<file path="config.mk">
export PLATFORM = sky130hd
export DESIGN_NAME = icache_direct
export DESIGN_NICKNAME = d
export VERILOG_FILES = /design/src/rtl/icache_direct.sv
export SDC_FILE = /design/constraint.sdc
export NUM_CORES = 1
export LEC_CHECK = 0
export BUFFER_PORTS_ARGS = -buffer_cell sky130_fd_sc_hd__buf_4
export CORE_MARGIN = 2
export CORE_UTILIZATION = 45
export CTS_CLUSTER_DIAMETER = 120
export DETAILED_ROUTE_END_ITERATION = 8
export GPL_TIMING_DRIVEN = 0
export PLACE_DENSITY = 0.64
export SYNTH_ARGS = -nofsm -noshare
export SYNTH_HDL_FRONTEND = slang
export SYNTH_SLANG_ARGS = --single-unit
</file>
<file path="constraint.sdc">
create_clock -name CLK -period 6.79 [get_ports CLK]
set_input_delay 0.679 -clock CLK [delete_from_list [all_inputs] [get_ports CLK]]
set_output_delay 0.679 -clock CLK [all_outputs]
set_load 0.01 [all_outputs]
</file>
<file path="src/rtl/icache_direct.sv">
// Direct-mapped instruction cache with one 32-bit word per frame.
// Hits are answered in the request cycle. A miss reads one word from the
// memory port, fills the frame and then answers as a hit. A whole-cache
// flush is provided, along with saturating hit and fill counters.
//
// state | meaning
// IDLE  | serve hits from the frames; a miss moves to FETCH
// FETCH | memory read in flight; fill the indexed frame when iwait drops
module icache_direct #(
  parameter int SETS  = 16,
  parameter int CNT_W = 32
) (
  input  logic             CLK,
  input  logic             nRST,
  input  logic             imemREN,
  input  logic [31:0]      imemaddr,
  output logic             ihit,
  output logic [31:0]      imemload,
  input  logic             iflush,
  output logic             iREN,
  output logic [31:0]      iaddr,
  input  logic             iwait,
  input  logic [31:0]      iload,
  output logic [CNT_W-1:0] hit_cnt,
  output logic [CNT_W-1:0] miss_cnt
);

  localparam int IDX_W = $clog2(SETS);
  localparam int TAG_W = 30 - IDX_W;

  typedef enum logic {IDLE, FETCH} state_t;

  state_t           state_q, state_d;
  logic [SETS-1:0]  valid_q, valid_d;
  logic [TAG_W-1:0] tag_q  [SETS];
  logic [TAG_W-1:0] tag_d  [SETS];
  logic [31:0]      data_q [SETS];
  logic [31:0]      data_d [SETS];
  logic [CNT_W-1:0] hit_cnt_q, hit_cnt_d;
  logic [CNT_W-1:0] miss_cnt_q, miss_cnt_d;

  logic [IDX_W-1:0] idx;
  logic [TAG_W-1:0] req_tag;
  logic             hit;
  logic             unused_addr_lsb;

  assign idx             = imemaddr[IDX_W+1:2];
  assign req_tag         = imemaddr[31:IDX_W+2];
  assign unused_addr_lsb = ^imemaddr[1:0];

  // Lookup only counts as a hit while idle; FETCH never reports a hit.
  assign hit = (state_q == IDLE) && imemREN && valid_q[idx] && (tag_q[idx] == req_tag);

  // Fetch-port and memory-port outputs; everything is forced quiet during reset.
  always_comb begin
    ihit     = !nRST && hit;
    imemload = nRST ? 32'h0 : data_q[idx];
    iREN     = !nRST && (state_q == FETCH);
    iaddr    = (!nRST && (state_q == FETCH)) ? {imemaddr[31:2], 2'b00} : 32'h0;
  end

  // Next-state, frame update and counter logic. Flush clears valids first so a
  // fill on the same edge leaves its own frame valid.
  always_comb begin
    state_d    = state_q;
    valid_d    = valid_q;
    tag_d      = tag_q;
    data_d     = data_q;
    hit_cnt_d  = hit_cnt_q;
    miss_cnt_d = miss_cnt_q;
    if (iflush) valid_d = '0;
    case (state_q)
      IDLE: begin
        if (hit && (hit_cnt_q != '1)) hit_cnt_d = hit_cnt_q + CNT_W'(1);
        if (imemREN && !hit) state_d = FETCH;
      end
      FETCH: begin
        if (!iwait) begin
          valid_d[idx] = 1'b1;
          tag_d[idx]   = req_tag;
          data_d[idx]  = iload;
          if (miss_cnt_q != '1) miss_cnt_d = miss_cnt_q + CNT_W'(1);
          state_d = IDLE;
        end
      end
      default: state_d = IDLE;
    endcase
  end

  // Control state with synchronous reset; an in-flight fill is dropped on reset.
  always_ff @(posedge CLK) begin
    if (nRST) begin
      state_q    <= IDLE;
      valid_q    <= '0;
      hit_cnt_q  <= '0;
      miss_cnt_q <= '0;
    end else begin
      state_q    <= state_d;
      valid_q    <= valid_d;
      hit_cnt_q  <= hit_cnt_d;
      miss_cnt_q <= miss_cnt_d;
    end
  end

  // Tag and data storage; contents are don't-care until the valid bit is set.
  always_ff @(posedge CLK) begin
    if (!nRST) begin
      tag_q  <= tag_d;
      data_q <= data_d;
    end
  end

  assign hit_cnt  = hit_cnt_q;
  assign miss_cnt = miss_cnt_q;

endmodule
</file>
* After elaboration in Yosys (flattened, before gate mapping) *
Cells that the tools add are included.

storage, ports and cells
  input port bits = 69
  word-level logic and storage cells = 88
  register bits = 1009

cells by class
  reduce and logical (&&, ||, !) cells = 14
  mux-type cells = 24
  equal/unequal tests = 3
  bitwise gates (word level) = 5
  order comparisons = 4
  add/sub/neg operators = 2

operators with widths
  kind                     number
  $bwmux W512              1
  $bwmux W416              1
  $mux W32                 5
  $bmux W32 S4             1
  $demux W32 S4            1
  $bmux W26 S4             1
  $demux W26 S4            1
  $mux W26                 3
  $add A32 B1 Y32 const B  2
  $ne A32 B32 Y1 const B   2
  $mux W16                 3
  $eq A26 B26 Y1           1
  $or A16 B16 Y16          1
  $logic_and A1 B1 Y1      9
  $reduce_and A3 Y1        2
  $ge A5 B5 Y1 const B     1
  $lt A4 B5 Y1 const B     1
  $lt A5 B1 Y1 const B     1
  $not A4 Y5               1
  $bmux W1 S4              1
  $demux W1 S4             1
  $ge A4 B1 Y1 const B     1
  $mux W1                  4
  $not A1 Y1               3
  other kinds (3)          4

* Depth between registers and ports, before layout *
Gate-level depths: netlist (run 1).

  depth in word-level cells = 10
  mapped depth = 15

* Least setup slack after synthesis (run 1) *
Ideal clock, no wire load.

  path type = input port to flip-flop
  from = in imemaddr[3]
  to = reg data_q[384] (netlist bit) (enable)
  buffers on the path = 6
  setup time = 0.547 ns
  data required time = 6.243 ns
  slack = -0.301 ns
  stages = 8
  arrival time = 6.544 ns
  path through = buf_2 buf_2 buf_1 buf_1 clkbuf_1 clkbuf_1 nand3_1 nor3_1

RTL lines
  item                    line  text
  start: declaration      16    input logic [31:0] imemaddr,
  end signal: assignment  109   data_q <= data_d;
  end: declaration        37    logic [31:0] data_q [SETS];

* Worst setup path in the final report (run 1) *
  from = in imemaddr[2]
  to = out imemload[0]

between the ends
  word-level cells in the longest chain between the ends = 5

RTL lines
  item                                         line  text
  $not A4 Y5 (not written as such)             57    imemload = nRST ? 32'h0 : data_q[idx];
  $bmux W32 S4                                 57
  $mux W32 (not written as such) (2 in a row)  57
  $mux W32                                     57
  end: declaration                             18    output logic [31:0] imemload,

No other way between the ends. The select of a mux whose other input is x is not followed.

==> results of run 1 <==
==> synth_stat cells (all sizes together) (10+ instances only) <==
master / count / area share
mux2i: 87 / 0.022
clkbuf: 55 / 0.0052
mux4: 237 / 0.13
xnor2: 38 / 0.0084
nand2: 35 / 0.0033
nand3: 31 / 0.0039
or3: 35 / 0.0056
a22o: 12 / 0.0027
dfxtp: 81 / 0.041
buf: 45 / 0.0067
a21o: 18 / 0.0034
nand4: 23 / 0.0036
o21ai: 35 / 0.0044
and2: 26 / 0.0041
xor2: 22 / 0.0049
nor3: 10 / 0.0013
inv: 20 / 0.0019
nor2b: 39 / 0.0062
edfxtp: 928 / 0.70
nor2: 72 / 0.0068
a22oi: 17 / 0.0032
a21oi: 42 / 0.0053
==> state kept, by name, indices dropped and copies added (netlist names) <==
register,count
state_q,1
tag_q,416
miss_cnt,32
data_q,512
hit_cnt,32
valid_q,16
==> per-stage QoR <==
stage | setup slack (ps) | utilization | hold slack [ps] | setup TNS (ps)
after global placement | -6980 | 0.489 | 428 | -3413990
after global routing | 318 | 0.540 | 295 | 0
after detailed placement | 426 | 0.504 | 437 | 0
after CTS | 501 | 0.540 | 273 | 0
final | 601 | 0.540 | 312 | 0
after floorplan | 14.0 | - | 421 | 0
==> path summary, 6_finish.rpt <==
path / startpoint / end / slack (ps) / cells past startpoint
setup / recovery: imemaddr[2] / imemload[0] / 600 / 11
hold / removal: iload[24] / data_q[24] / 310 / 1
setup reg to reg: tag_q[79] / hit_cnt[25] / 3080 / 10
hold reg to reg: valid_q[3] / valid_q[3] / 450 / 1
==> layer usage <==
layer	track usage	routed length, µm	vias up
met5	0	39	-
met3	0.0408	7260	164
met2	0.374	50900	856
met4	0.0624	2650	6
met1	0.307	40600	11200
li1	-	-	8932
==> logic make-up (layout without fill, tap and decap cells) <==
kind of cell	Yosys count	count (layout)	share of synthesized area
simple gates	313	313	0.0424
mux	330	330	0.158
fa+ha+maj	2	2	0.000631
buf+inv	121	556	0.0139
flops	1009	1009	0.744
other cells	1	4	0.0000946
compound gates	165	165	0.0276
xor+xnor	60	60	0.0133
==> power by group through the flow <==
stage	clock [W]	sequential, W	combinational [W]
after floorplan	0	0.00693	0.000362
after global placement	0	0.00693	0.000651
after detailed placement	0	0.00693	0.000675
after CTS	0.00531	0.00680	0.000677
after global routing	0.00555	0.00679	0.000713
final	0.00523	0.00680	0.000669
==> area by class of cell <==
type | count | area share
clock buffers | 135 | 0.0576
clock inverters | 50 | 0.00821
well taps | 1155 | 0.0308
plain buffers | 100 | 0.0100
repair buffers | 250 | 0.0564
diodes | 2 | 0.000107
multi-input cells | 872 | 0.207
flip-flops and latches | 1009 | 0.628
inverters | 21 | 0.00168
==> results.json, run 1 <==
{
  "initial_utilization": 0.456,
  "num_rows": 108,
  "fillers": 6732,
  "drt_wl_total_um": 101000,
  "cts_buffer_depth": 3,
  "io_pins": 199,
  "ys.flop_type": "edfxtp_1",
  "drc_errors": 0,
  "ys_ff_latch": 1009,
  "final-seq-area_mm2": 0.0295,
  "period_needed_ps": 6190,
  "crit_type": "in2out",
  "dieArea_mm2": 0.0905,
  "clk_pin_slew_ps": 60,
  "coreArea_mm2": 0.0870,
  "placed_cell_area_mm2": 0.0439,
  "multi_input_area_mm2": 0.00974,
  "grt.overflow.total": 0,
  "synth_edf_count": 928,
  "grtUsageTotal": 0.225,
  "wl_per_cell_um": 28.2,
  "final_common_cell": "edfxtp_1",
  "setup_viol": 0,
  "yosys_warnings": 0,
  "async_flop_share": 0,
  "cts_tree": "done",
  "path_cells": "buf_4, buf_6, buf_4, buf_4, buf_1, buf_1, buf_1, mux4_2, mux4_2, nor2b_1, buf_4",
  "min_period_over_period": 0.911,
  "fin_cells": 3594,
  "drt_pass1_iterations": 7,
  "synthToLayoutAreaGrowth_pct": 18.5,
  "fin_area_mm2": 0.0470,
  "final_cell_mix": "edfxtp_1, mux4_2, buf_4",
  "final.setup_skew_ps": 12.5,
  "p_leak_nw": 15.3,
  "root_buffer": "clkbuf_16",
  "htree_num_levels": 3,
  "cts_resized": 0,
  "swShare": 0.213,
  "drt_iter0_drc": 2344,
  "cts_buffers": 101,
  "min_path_type": "in2reg",
  "finalHoldViolCount": 0,
  "antenna_found_initial": 6,
  "die_x_um": 301,
  "grt_pass1_wl_um": 147000,
  "critical_path_arrival_ps": 5510,
  "rsz0062_at_grt": "false",
  "ctsHoldBuffers": 0,
  "power_density_mw_per_mm2": 270,
  "die-height_um": 301,
  "cts_setup_buffers": 0,
  "power_w": 0.0127,
  "clkPwrFrac": 0.412,
  "netlist_area_mm2": 0.0396,
  "io_buffers": 192,
  "max_cap_viol_count": 0,
  "grt_max_degree": 23,
  "slowest_delay_ps": 870,
  "fin_nets": 2426,
  "place_hpwl_um": 65900,
  "ys_seq_area_frac": 0.744,
  "cp_top_family": "buffers and inverters",
  "startpoint_type": "primary input",
  "p_int_w": 0.00999,
  "power.switching_w": 0.00271,
  "via_count": 21200,
  "cpMaxStageDelayCell": "buf_1",
  "comb_power_share": 0.053,
  "clkLatencyLatePin_ps": 660,
  "worst-path-buf-inv": 8,
  "critPathMaxFanout": 10,
  "seqPwrFrac": 0.535,
  "worstSetupEndpointType": "output port",
  "drtAntennaViolNets": 0,
  "vdd_ir_drop_max_v": 0.000234,
  "synth_cell_types": 59,
  "clock-sinks": 1009,
  "crit_top_cell": "buf_4",
  "drive_gt1_frac": 0.276,
  "grt_pass1_vias": 21700,
  "slew_headroom": 0.170,
  "tightest_slew_ps": 1250,
  "gp_congestion": 0.841,
  "vias_per_cell": 5.89,
  "drv_slew": 0,
  "max_freq_mhz": 162,
  "status": "finished, final reports clean",
  "cp.required_ps": 6110,
  "synthCells": 2001,
  "place_inst": 3407,
  "postSynthAreaPerCell_um2": 19.8
}
No activity file was read; power rests on OpenSTA's default activity.
==> run 2, diff against run 1 <==
ABC_AREA = 0   (was not set)
clock period = 5.3 ns   (was 6.79 ns; I/O delays follow)
==> run 2 against run 1 <==
  * Power up 34%
  * Clock-buffer cell count shrank 13
  * Die area is the same
  * Clock skew grew 6.1 ps
  * Routed wire length shrank 0.52%
  * Critical path depth is 1 lower
  * Register-to-register slack lost 1400 ps
  * Flip-flop and latch count did not move
  * Core utilization increased by 0.61 points
==> results.json, run 2 (synthesis gave the netlist of run 1 again) <==
{
  "ctsHoldBuffers": 0,
  "fin_area_mm2": 0.0475,
  "cp_top_family": "buffers and inverters",
  "p_leak_nw": 15.6,
  "cts_tree": "done",
  "final.setup_skew_ps": 18.6,
  "worstSetupEndpointType": "output port",
  "min_period_over_period": 0.968,
  "io_buffers": 192,
  "via_count": 21100,
  "tightest_slew_ps": 1160,
  "root_buffer": "clkbuf_16",
  "slew_headroom": 0.230,
  "place_inst": 3406,
  "finalWorstSetupSlack_ps": 171,
  "wl_met1_um": 39500,
  "drc_errors": 0,
  "final-seq-area_mm2": 0.0295,
  "wl_met3_um": 7020,
  "max_freq_mhz": 195,
  "grt_pass1_vias": 21800,
  "crit_top_cell": "buf_2",
  "critical_path_arrival_ps": 4600,
  "r2r_cells": 11,
  "final_core_util": 0.546,
  "slowest_delay_ps": 680,
  "htree_num_levels": 3,
  "grtUsageTotal": 0.224,
  "status": "finished, final reports clean",
  "path_depth": 10,
  "drive_gt1_frac": 0.289,
  "regMostFlops": "data_q",
  "worst-path-buf-inv": 7,
  "period_needed_ps": 5130,
  "largestRegisters": "data_q x512, tag_q x416",
  "vias_per_cell": 5.86,
  "cts_resized": 16,
  "wl_per_cell_um": 28.1,
  "dieArea_mm2": 0.0905,
  "multi_input_area_mm2": 0.00975,
  "drv_slew": 0,
  "max_cap_viol_count": 0,
  "fin_nets": 2425,
  "gp_congestion": 0.847,
  "place_hpwl_um": 66000,
  "place_ws_ps": -649,
  "grt_pass1_wl_um": 146000,
  "cts_buffer_depth": 3,
  "rsz0062_at_grt": "false",
  "fillers": 6653,
  "vdd_ir_drop_max_v": 0.000311,
  "grt_max_degree": 23,
  "routed.top_layer": "met5",
  "coreArea_mm2": 0.0870,
  "grt.overflow.total": 0,
  "cpMaxStageDelayCell": "clkbuf_1",
  "drt_iter0_drc": 1988,
  "dr_wl_met2_um": 51700,
  "placed_cell_area_mm2": 0.0440,
  "cp.required_ps": 4770,
  "drtAntennaViolNets": 0,
  "num_rows": 108,
  "setup_viol": 0,
  "fin_cells": 3591,
  "final_common_cell": "edfxtp_1",
  "clk_pin_slew_ps": 60,
  "die-height_um": 301,
  "die_x_um": 301,
  "io_pins": 199,
  "cts_buffers": 102,
  "startpoint_type": "primary input",
  "critPathMaxFanout": 10,
  "path_cells": "buf_2, buf_2, buf_2, clkdlybuf4s15_2, clkbuf_1, clkbuf_1, mux4_2, mux4_2, nor2b_1, buf_4",
  "finalHoldViolCount": 0,
  "clock-sinks": 1009,
  "hold_depth": 1,
  "largest_reg_flops": 512,
  "final_cell_mix": "edfxtp_1, mux4_2, buf_4",
  "power_density_mw_per_mm2": 358,
  "synthToLayoutAreaGrowth_pct": 19.8,
  "clkLatencyLatePin_ps": 660,
  "min_path_type": "in2reg",
  "antenna_found_initial": 6,
  "drt_wl_total_um": 101000,
  "initial_utilization": 0.456,
  "drt_pass1_iterations": 7,
  "timing.hold.ws_ps": 168,
  "crit_type": "in2out",
  "cts_setup_buffers": 0
}
## run 2: worst paths after layout
check | from | to | slack [ps]
max | imemaddr[3] | imemload[13] | 170
min | iload[3] | data_q[3] | 170
max reg2reg | tag_q[331] | hit_cnt[21] | 1710
min reg2reg | valid_q[2] | valid_q[2] | 450
## run 2: final cells by class
cell class,instances,share of cell area
Sequential cell,1009,0.621
Multi-Input combinational cell,872,0.205
Timing Repair Buffer,249,0.0578
Clock buffer,122,0.0558
Tap cell,1155,0.0304
Clock inverter,63,0.0171
Buffer,99,0.0110
Inverter,21,0.00166
Antenna cell,1,0.0000527
## run 2: per-stage QoR
step	setup TNS [ps]	total power [W]
2_1_floorplan	-26910	0.00934
3_3_place_gp	-4351120	0.00971
3_5_place_dp	-147280	0.00974
4_1_cts	0	0.0171
5_1_grt	0	0.0175
6_report	0	0.0170
## run 2: per-layer routing
metal / vias to the layer above / global-route usage
met5: - / 0
met4: 6 / 0.0655
met3: 176 / 0.0350
met2: 885 / 0.383
met1: 11100 / 0.297
li1: 8926 / -
## run 2: worst reg2reg max path, cell delays in order (launching register included)
cell	delay, ps
edfxtp_1	390
mux4_2	480
mux2i_1	370
nor3_1	90
a21oi_1	150
nand3_1	80
or4_1	630
or3_4	450
clkbuf_1	220
clkbuf_1	270
o21ai_0	240
a21oi_1	90
## run 2: where the power goes
| group | switching (W) | leakage, nW | total [W] | internal [W] |
|---|---|---|---|---|
| logic | 0.000502 | 4.93 | 0.000858 | 0.000356 |
| clock network | 0.00299 | 1.69 | 0.00744 | 0.00445 |
| registers | 0.00000723 | 8.99 | 0.00871 | 0.00870 |
| total | 0.00350 | 15.6 | 0.0170 | 0.0135 |
